$ cat config.mk
export PLATFORM = sky130hd
export DESIGN_NAME = ex_hazard_sequencer
export DESIGN_NICKNAME = d
export VERILOG_FILES = /design/src/rtl/ex_hazard_sequencer.sv
export SDC_FILE = /design/constraint.sdc
export NUM_CORES = 1
export LEC_CHECK = 0
export BUFFER_PORTS_ARGS = -buffer_cell sky130_fd_sc_hd__buf_4
export CAP_MARGIN = 20
export CORE_MARGIN = 1
export CORE_UTILIZATION = 45
export DETAILED_ROUTE_END_ITERATION = 6
export GPL_TIMING_DRIVEN = 0
export MAX_ROUTING_LAYER = met4
export PLACE_DENSITY = 0.62
export SYNTH_ARGS = -nofsm -noshare
export SYNTH_HDL_FRONTEND = slang
export SYNTH_SLANG_ARGS = --single-unit
$ cat constraint.sdc
create_clock -name clk -period 2.91 [get_ports clk]
set_input_delay 0.1455 -clock clk [delete_from_list [all_inputs] [get_ports clk]]
set_output_delay 0.1455 -clock clk [all_outputs]
set_load 0.1 [all_outputs]
$ cat src/rtl/ex_hazard_sequencer.sv
// ex_hazard_sequencer: EX-stage forwarding, load-use, flush and multi-cycle hold.
// Optional perf counters are enabled by defining HAZARD_PERF_CNT_EN.
module ex_hazard_sequencer #(
  parameter int FLUSH_CYCLES = 1,
  parameter int MC_TIMEOUT   = 64
) (
  input  logic       clk,
  input  logic       rst,
  input  logic       id_valid,
  input  logic [4:0] id_rs1,
  input  logic [4:0] id_rs2,
  input  logic [4:0] id_rd,
  input  logic       id_wb_reg_file,
  input  logic       id_is_load,
  input  logic       id_is_multicycle,
  input  logic       ex_jump_en,
  input  logic       mc_done,
  output logic [1:0] operand_a_forward_cntl,
  output logic [1:0] operand_b_forward_cntl,
  output logic       stall_if_id,
  output logic       bubble_id_ex,
  output logic       hold_ex,
  output logic       pipeline_flush,
  output logic       mc_start
`ifdef HAZARD_PERF_CNT_EN
  ,
  output logic [31:0] perf_stall_cnt,
  output logic [31:0] perf_flush_cnt
`endif
);

  typedef struct packed {
    logic [4:0] rd;
    logic       wb_en;
    logic       is_load;
  } shadow_t;

  typedef enum logic [1:0] {
    S_RUN,
    S_FLUSH,
    S_MC_WAIT
  } state_t;

  localparam logic [1:0] FWD_ORG = 2'b00;
  localparam logic [1:0] FWD_MEM = 2'b01;
  localparam logic [1:0] FWD_WB  = 2'b10;

  state_t      state_q;
  logic        mc_start_q;
  logic [1:0]  fcnt_q;
  logic [31:0] tcnt_q;

  shadow_t     ex_q;
  shadow_t     mem_q;
  shadow_t     wb_q;
  shadow_t     ex_d;
  logic [1:0]  fwd_a_q;
  logic [1:0]  fwd_b_q;

  logic        in_run;
  logic        jump_acc;
  logic        load_use;
  logic        flush;
  logic        hold;
  logic        advance;
  logic        mc_go;
  logic        rd_hit;

  // The WB shadow only records what retires; nothing downstream reads it.
  logic        unused_shadow;
  assign unused_shadow = ^{wb_q, mem_q.is_load};

  function automatic logic [1:0] fwd_sel(
    input logic [4:0] rs,
    input shadow_t    ex,
    input shadow_t    mem
  );
    logic [1:0] sel;
    sel = FWD_ORG;
    if (rs == 5'd0) begin
      sel = FWD_ORG;
    end else if (ex.wb_en && ex.rd == rs && !ex.is_load) begin
      sel = FWD_MEM;
    end else if (mem.wb_en && mem.rd == rs) begin
      sel = FWD_WB;
    end
    return sel;
  endfunction

  assign in_run   = (state_q == S_RUN);
  assign rd_hit   = (ex_q.rd == id_rs1) || (ex_q.rd == id_rs2);

  assign jump_acc = !rst && in_run && ex_jump_en;

  assign load_use = !rst && in_run && !ex_jump_en &&
                    id_valid && ex_q.is_load &&
                    ex_q.wb_en && (ex_q.rd != 5'd0) &&
                    rd_hit;

  assign flush    = jump_acc ||
                    (!rst && state_q == S_FLUSH);
  assign hold     = !rst && (state_q == S_MC_WAIT);
  assign advance  = (state_q != S_MC_WAIT);

  assign mc_go    = in_run && id_valid &&
                    id_is_multicycle &&
                    !load_use && !ex_jump_en;

  assign ex_d.rd      = id_rd;
  assign ex_d.wb_en   = id_valid && id_wb_reg_file &&
                        !load_use && !flush;
  assign ex_d.is_load = id_valid && id_is_load &&
                        !load_use && !flush;

  assign stall_if_id            = load_use || hold;
  assign bubble_id_ex           = load_use;
  assign hold_ex                = hold;
  assign pipeline_flush         = flush;
  assign mc_start               = mc_start_q && !rst;
  assign operand_a_forward_cntl = fwd_a_q;
  assign operand_b_forward_cntl = fwd_b_q;

  // Shift the dest-reg shadows and latch forwarding as ID moves into EX.
  always_ff @(posedge clk) begin
    if (rst) begin
      ex_q    <= '0;
      mem_q   <= '0;
      wb_q    <= '0;
      fwd_a_q <= FWD_ORG;
      fwd_b_q <= FWD_ORG;
    end else if (advance) begin
      ex_q    <= ex_d;
      mem_q   <= ex_q;
      wb_q    <= mem_q;
      fwd_a_q <= fwd_sel(id_rs1, ex_q, mem_q);
      fwd_b_q <= fwd_sel(id_rs2, ex_q, mem_q);
    end
  end

  // Sequencer: RUN, multi-cycle flush window, multi-cycle EX wait.
  always_ff @(posedge clk) begin
    if (rst) begin
      state_q    <= S_RUN;
      mc_start_q <= 1'b0;
      fcnt_q     <= 2'd0;
      tcnt_q     <= 32'd0;
    end else begin
      mc_start_q <= 1'b0;
      unique case (state_q)
        S_RUN: begin
          if (jump_acc) begin
            if (FLUSH_CYCLES > 1) begin
              state_q <= S_FLUSH;
              fcnt_q  <= 2'd1;
            end
          end else if (mc_go) begin
            state_q    <= S_MC_WAIT;
            mc_start_q <= 1'b1;
            tcnt_q     <= 32'd0;
          end
        end
        S_FLUSH: begin
          if (fcnt_q == 2'(FLUSH_CYCLES - 1)) begin
            state_q <= S_RUN;
            fcnt_q  <= 2'd0;
          end else begin
            fcnt_q <= fcnt_q + 2'd1;
          end
        end
        S_MC_WAIT: begin
          // mc_done in the start-pulse cycle belongs to nothing.
          if (!mc_start_q && mc_done) begin
            state_q <= S_RUN;
          end else if (MC_TIMEOUT != 0 &&
                       tcnt_q == 32'(MC_TIMEOUT - 1)) begin
            state_q <= S_RUN;
          end else begin
            tcnt_q <= tcnt_q + 32'd1;
          end
        end
        default: begin
          state_q <= S_RUN;
        end
      endcase
    end
  end

`ifdef HAZARD_PERF_CNT_EN
  logic [31:0] stall_cnt_q;
  logic [31:0] flush_cnt_q;

  // Free-running stall-cycle and accepted-redirect counters.
  always_ff @(posedge clk) begin
    if (rst) begin
      stall_cnt_q <= 32'd0;
      flush_cnt_q <= 32'd0;
    end else begin
      if (stall_if_id) begin
        stall_cnt_q <= stall_cnt_q + 32'd1;
      end
      if (jump_acc) begin
        flush_cnt_q <= flush_cnt_q + 32'd1;
      end
    end
  end

  assign perf_stall_cnt = stall_cnt_q;
  assign perf_flush_cnt = flush_cnt_q;
`endif

endmodule

Word-level counts from Yosys, hierarchy flattened. Index checks and enable logic that the tools add are counted.

Bits in registers: 54.

Add/sub/neg operators: 2. Equality and inequality tests: 14. Mux-type cells: 19. Bitwise logic cells: 1. Reduce and logical (&&, ||, !) cells: 46.

Operators with widths (count): 32-bit 2-to-1 mux (4); 32-bit case mux with 2 select lines (1); 32-bit by 1-bit adder with 32-bit output (second input constant) (1); 32-bit by 6-bit == test with 1-bit output (second input constant) (1); 1-bit logical AND (28); 2-bit 2-to-1 mux (12); 5-bit == test (4); 5-bit zero test (2); 2-bit != test (second input constant) (4); 1-bit zero test (6); 2-bit case mux with 3 select lines (1); 5-bit AND reduction (1); 5-bit nonzero test (1); 2-bit zero test (2); 2-bit by 1-bit != test with 1-bit output (second input constant) (2); 4-bit AND reduction (1); 1-bit logical OR (3); 3-bit by 1-bit != test with 1-bit output (second input constant) (1); 3-bit OR reduction (1); 2-bit by 1-bit adder with 2-bit output (second input constant) (1); 2-bit by 1-bit == test with 1-bit output (second input constant) (1); 2-bit == test (second input constant) (1); 2-bit nonzero test (1); 1-bit 2-to-1 mux (1); 1-bit inverter (1).

Logic depth before layout (Yosys ltp).
Word-level depth: 14. Depth in mapped cells: 9. Depth with buffers taken out: 8.

Least setup slack after synthesis. Ideal clock, no wire load.

Path kind: register -> register. From: register ex_q[2] (netlist bit). To: register ex_q[0] (netlist bit). Arrival time: 2.041 ns. Data required time: 2.791 ns. Slack: 0.750 ns. Stages on the path, launching flop included: 8. Buffers on the path: 0. Period minus slack after synthesis: 2.160 ns. Path through: dfxtp_1 > xnor2_1 > nand3_1 > nor3_1 > o21ai_4 > inv_1 > nor4_1 > a22o_1.

Word-level cells in the longest chain between the ends: 6. Elaborated cells on any way between the ends: 9.

Ends and longest elaborated chain: start: declaration (RTL line 53) `shadow_t ex_q;`; start signal: assignment (RTL line 126) `ex_q <= '0;`; start signal: assignment (RTL line 132) `ex_q <= ex_d;`; 5-bit == test or 5-bit nonzero test (tied branches) (RTL line 91, 97); 1-bit logical OR or 1-bit logical AND (tied branches) (RTL line 91, 97); 1-bit logical AND (*) (RTL line 97) `ex_q.wb_en && (ex_q.rd != 5'd0) &&`; via bubble_id_ex (RTL line 21) `output logic bubble_id_ex,`; 1-bit zero test (*) (RTL line 113) `!load_use && !flush;`; 1-bit logical AND (*) (RTL line 112) `assign ex_d.is_load = id_valid && id_is_load &&`; 1-bit logical AND (*) (RTL line 113).

The timed path passes the listed nets; every way through them passes the cells marked *. A chain may end at the register's enable or synchronous reset.

Worst setup path after layout.
From: register tcnt_q[0]. To: register tcnt_q[5].

Word-level cells in the longest chain between the ends: 4. Elaborated cells on any way between the ends: 7.

Ends and longest elaborated chain: start: declaration (RTL line 51) `logic [31:0] tcnt_q;`; start signal: assignment (RTL line 178) `tcnt_q <= tcnt_q + 32'd1;`; 32-bit by 1-bit adder with 32-bit output (RTL line 178); 32-bit 2-to-1 mux (RTL line 174) `end else if (MC_TIMEOUT != 0 &&`; 32-bit 2-to-1 mux (RTL line 172) `if (!mc_start_q && mc_done) begin`; 32-bit case mux with 2 select lines (RTL line 149) `unique case (state_q)`.

Parallel ways exist; a longest one is shown, timed or not. The select of a mux whose other input is x is not followed.

==> out/results.txt <==
RePlAce Congestion: 0.847
Net switching power: 0.000342 W
#FFs+latches synth: 51
Worst skew pair latency: 0.31 ns
Share of total power in the clock network: 32.1%
Port Buf Inserts: 31
Post-DRT Antenna Nets: 0
Die H: 80.0 um
Ys async rst share: 0%
GR Util All Layers: 25.7%
Leak: 1.12 nW
Comb power frac: 11.4%
Wl on met1: 3.49 mm
Routed wl met2: 3.60 mm
Root Driver: clkbuf_8
Share of power burned in registers: 56.5%
Maxcap violations: 0
Core area: 0.00589 mm2
Mapped cell area: 0.00274 mm2
Pwr dens: 406 mW/mm2
Reg2reg path depth: 7
Worst r2r dst: tcnt_q[5]
H-tree depth: 2
Vias after detailed routing: 2603
Final Max Tran Viols: 0
Top-Level Pins: 32
Share of cells above drive strength 1: 14.4%
Fin crit period: 2.59 ns
WP data arrival: 2.78 ns
Vias in the first global route: 2421
Hold Path Stages: 2
Initial antenna violation count: 0
Die area: 0.00639 mm2
Fin crit share: 88.9%
# setup viols final: 0
DRT iter0 DRCs: 179
Maximum vdd drop: 0.216 mV
Ys Warns: 0
Worst-path clk slew: 0.10 ns
Area Growth Syn to Fin: 15.0%
Initial Util: 46.5%
Total grt overflow: 0
RSZ-0062 raised after global routing: false
Pwr Total: 0.00128 W
End of the worst hold path: ex_q[0]
Uppermost layer routed: met4
Crit Path Class: flop to flop
Detail Placement HPWL: 5.42 mm
Most frequent cells in the layout: 51 x dfxtp_1, 47 x nor2_1, 31 x buf_4, 28 x o21ai_0, 24 x nand2_1
Pint: 0.000936 W
Clk sinks: 51
Filler instances: 589
Crit-path max FO: 9
Slew headroom: 41.9%
Max Clk Rate: 387 MHz
Hold Path Class: input pin to flop
Outcome: finished clean
Nets: 406
Setup bufs post-CTS: 0
Worst setup EP type: flop
N_diodes: 0
CTS tree: yes
Post-synth EDFFs: 0
Post-route setup TNS: 0 ns
Post-DR wirelength/cell: 16.2 um
CTS max path bufs: 2
CTS Buf Count: 5
Unique masters post-synth: 47
Sw Ratio: 26.8%
Most common cell after layout, fill and taps aside: dfxtp_1
Met3 wire length: 238 um
Syn Inst Count: 344
Sequential Area: 0.00102 mm2
WP data required: 3.11 ns
Start of the worst register-to-register path: tcnt_q[0]
Final Hold Vio Count: 0
Hold_sp: id_is_load
Post-synth top flop: dfxtp_1
DRC viols: 0
Worst Max-Slew Pin Slew: 0.864 ns
Pin count of the biggest net entering global routing: 16
Width of the die: 80.0 um
Initial DRT Pass Iterations: 4
Number of hold buffers added after cts: 0
Final WL: 7.40 mm
Row count: 28
Area of the multi-input gates: 0.00162 mm2
Post-CTS sizing: 0
Register area share after synthesis: 37.3%
Final Skew: 0.0120 ns
Vias per Instance: 5.68
Syn Area/Cell: 7.95 um2
Syn Nets: 368
CP Launch Type: flop
Flop2flop setup slack: 0.32 ns
First-pass GRT wire length: 12.2 mm
==> critical path, cell delays in order, from the launching register on <==
cell,delay (ns)
dfxtp_1,0.40
ha_1,0.18
and3_2,0.24
nand3_1,0.17
o31ai_1,0.78
nor2_1,0.40
a21oi_1,0.24
a31oi_1,0.06
==> synthesized netlist by cell type, types with 5 or more instances <==
cell | number | area [um2]
a21oi_1 | 19 | 95.1
a31oi_1 | 9 | 56.3
and3_1 | 5 | 31.3
buf_2 | 6 | 30.0
dfxtp_1 | 51 | 1020
inv_1 | 8 | 30.0
mux2i_1 | 11 | 110
nand2_1 | 24 | 90.1
nand2b_1 | 10 | 62.6
nand3_1 | 21 | 105
nand4_1 | 9 | 56.3
nor2_1 | 47 | 176
nor2b_1 | 5 | 31.3
nor3_1 | 7 | 35.0
nor4_1 | 10 | 62.6
o21ai_0 | 28 | 140
or3_1 | 6 | 37.5
or4_1 | 7 | 52.6
xnor2_1 | 14 | 123
xor2_1 | 6 | 52.6
==> power by group through the flow <==
stage,logic (W),clock network (W),registers [W]
after floorplan,0.0000904,0,0.000734
after global placement,0.000144,0,0.000738
after detailed placement,0.000146,0,0.000738
after CTS,0.000146,0.000409,0.000722
after global routing,0.000160,0.000443,0.000724
final,0.000146,0.000410,0.000722
==> stage by stage <==
stage	cells	utilization [%]	instance area, um2	setup WS, ns	hold slack (ns)
after floorplan	344	-	2740	0.750	0.271
after global placement	450	52.0	3060	0.358	0.356
after detailed placement	450	52.0	3060	0.395	0.369
after CTS	458	53.4	3150	0.353	0.0390
after global routing	458	53.4	3150	0.109	0.0324
final	458	53.4	3150	0.323	0.0382
==> cells by family (layout without fill, tap and decap cells) <==
| kind of cell | after synthesis | in the layout | synth area share, % |
|---|---|---|---|
| AO/OA/AOI/OAI | 74 | 74 | 16.9 |
| XOR/XNOR | 20 | 20 | 6.40 |
| adder cells (fa/ha/maj) | 1 | 1 | 0.457 |
| buffers and inverters | 23 | 62 | 3.43 |
| flip-flops | 51 | 51 | 37.3 |
| multiplexers | 11 | 11 | 4.03 |
| AND/OR/NAND/NOR | 164 | 164 | 31.4 |
==> flip-flops by register name (all words and copies together) (netlist names) <==
| register | cells |
|---|---|
| mem_q | 6 |
| operand_b_forward_cntl | 2 |
| tcnt_q | 32 |
| mc_start_q | 1 |
| operand_a_forward_cntl | 2 |
| state_q | 1 |
| ex_q | 7 |
==> how the worst max path moves through the flow <==
stage | from | end | slack (ns) | cells after the start
detailed placement | tcnt_q[0] | tcnt_q[28] | 0.39 | 7
global route | tcnt_q[0] | tcnt_q[24] | 0.11 | 7
global placement | tcnt_q[0] | tcnt_q[5] | 0.36 | 7
floorplan | ex_q[2] | ex_q[0] | 0.75 | 7
finish | tcnt_q[0] | tcnt_q[5] | 0.32 | 7
CTS | tcnt_q[0] | tcnt_q[5] | 0.35 | 7
==> routing by layer <==
metal | track usage [%] | vias up
met4 | 5.89 | 0
li1 | - | 1318
met3 | 3.89 | 6
met5 | - | -
met2 | 43.6 | 54
met1 | 32.3 | 1225
==> area by class of cell <==
class	instances	share of cell area, %
multi-input combinational	270	51.5
sequential	51	32.5
timing repair buffer	31	7.40
tap	75	2.98
clock buffer	5	2.19
buffer	14	1.91
inverter	9	1.07
clock inverter	3	0.477
Note: power is estimated with default switching activity, not from simulation.
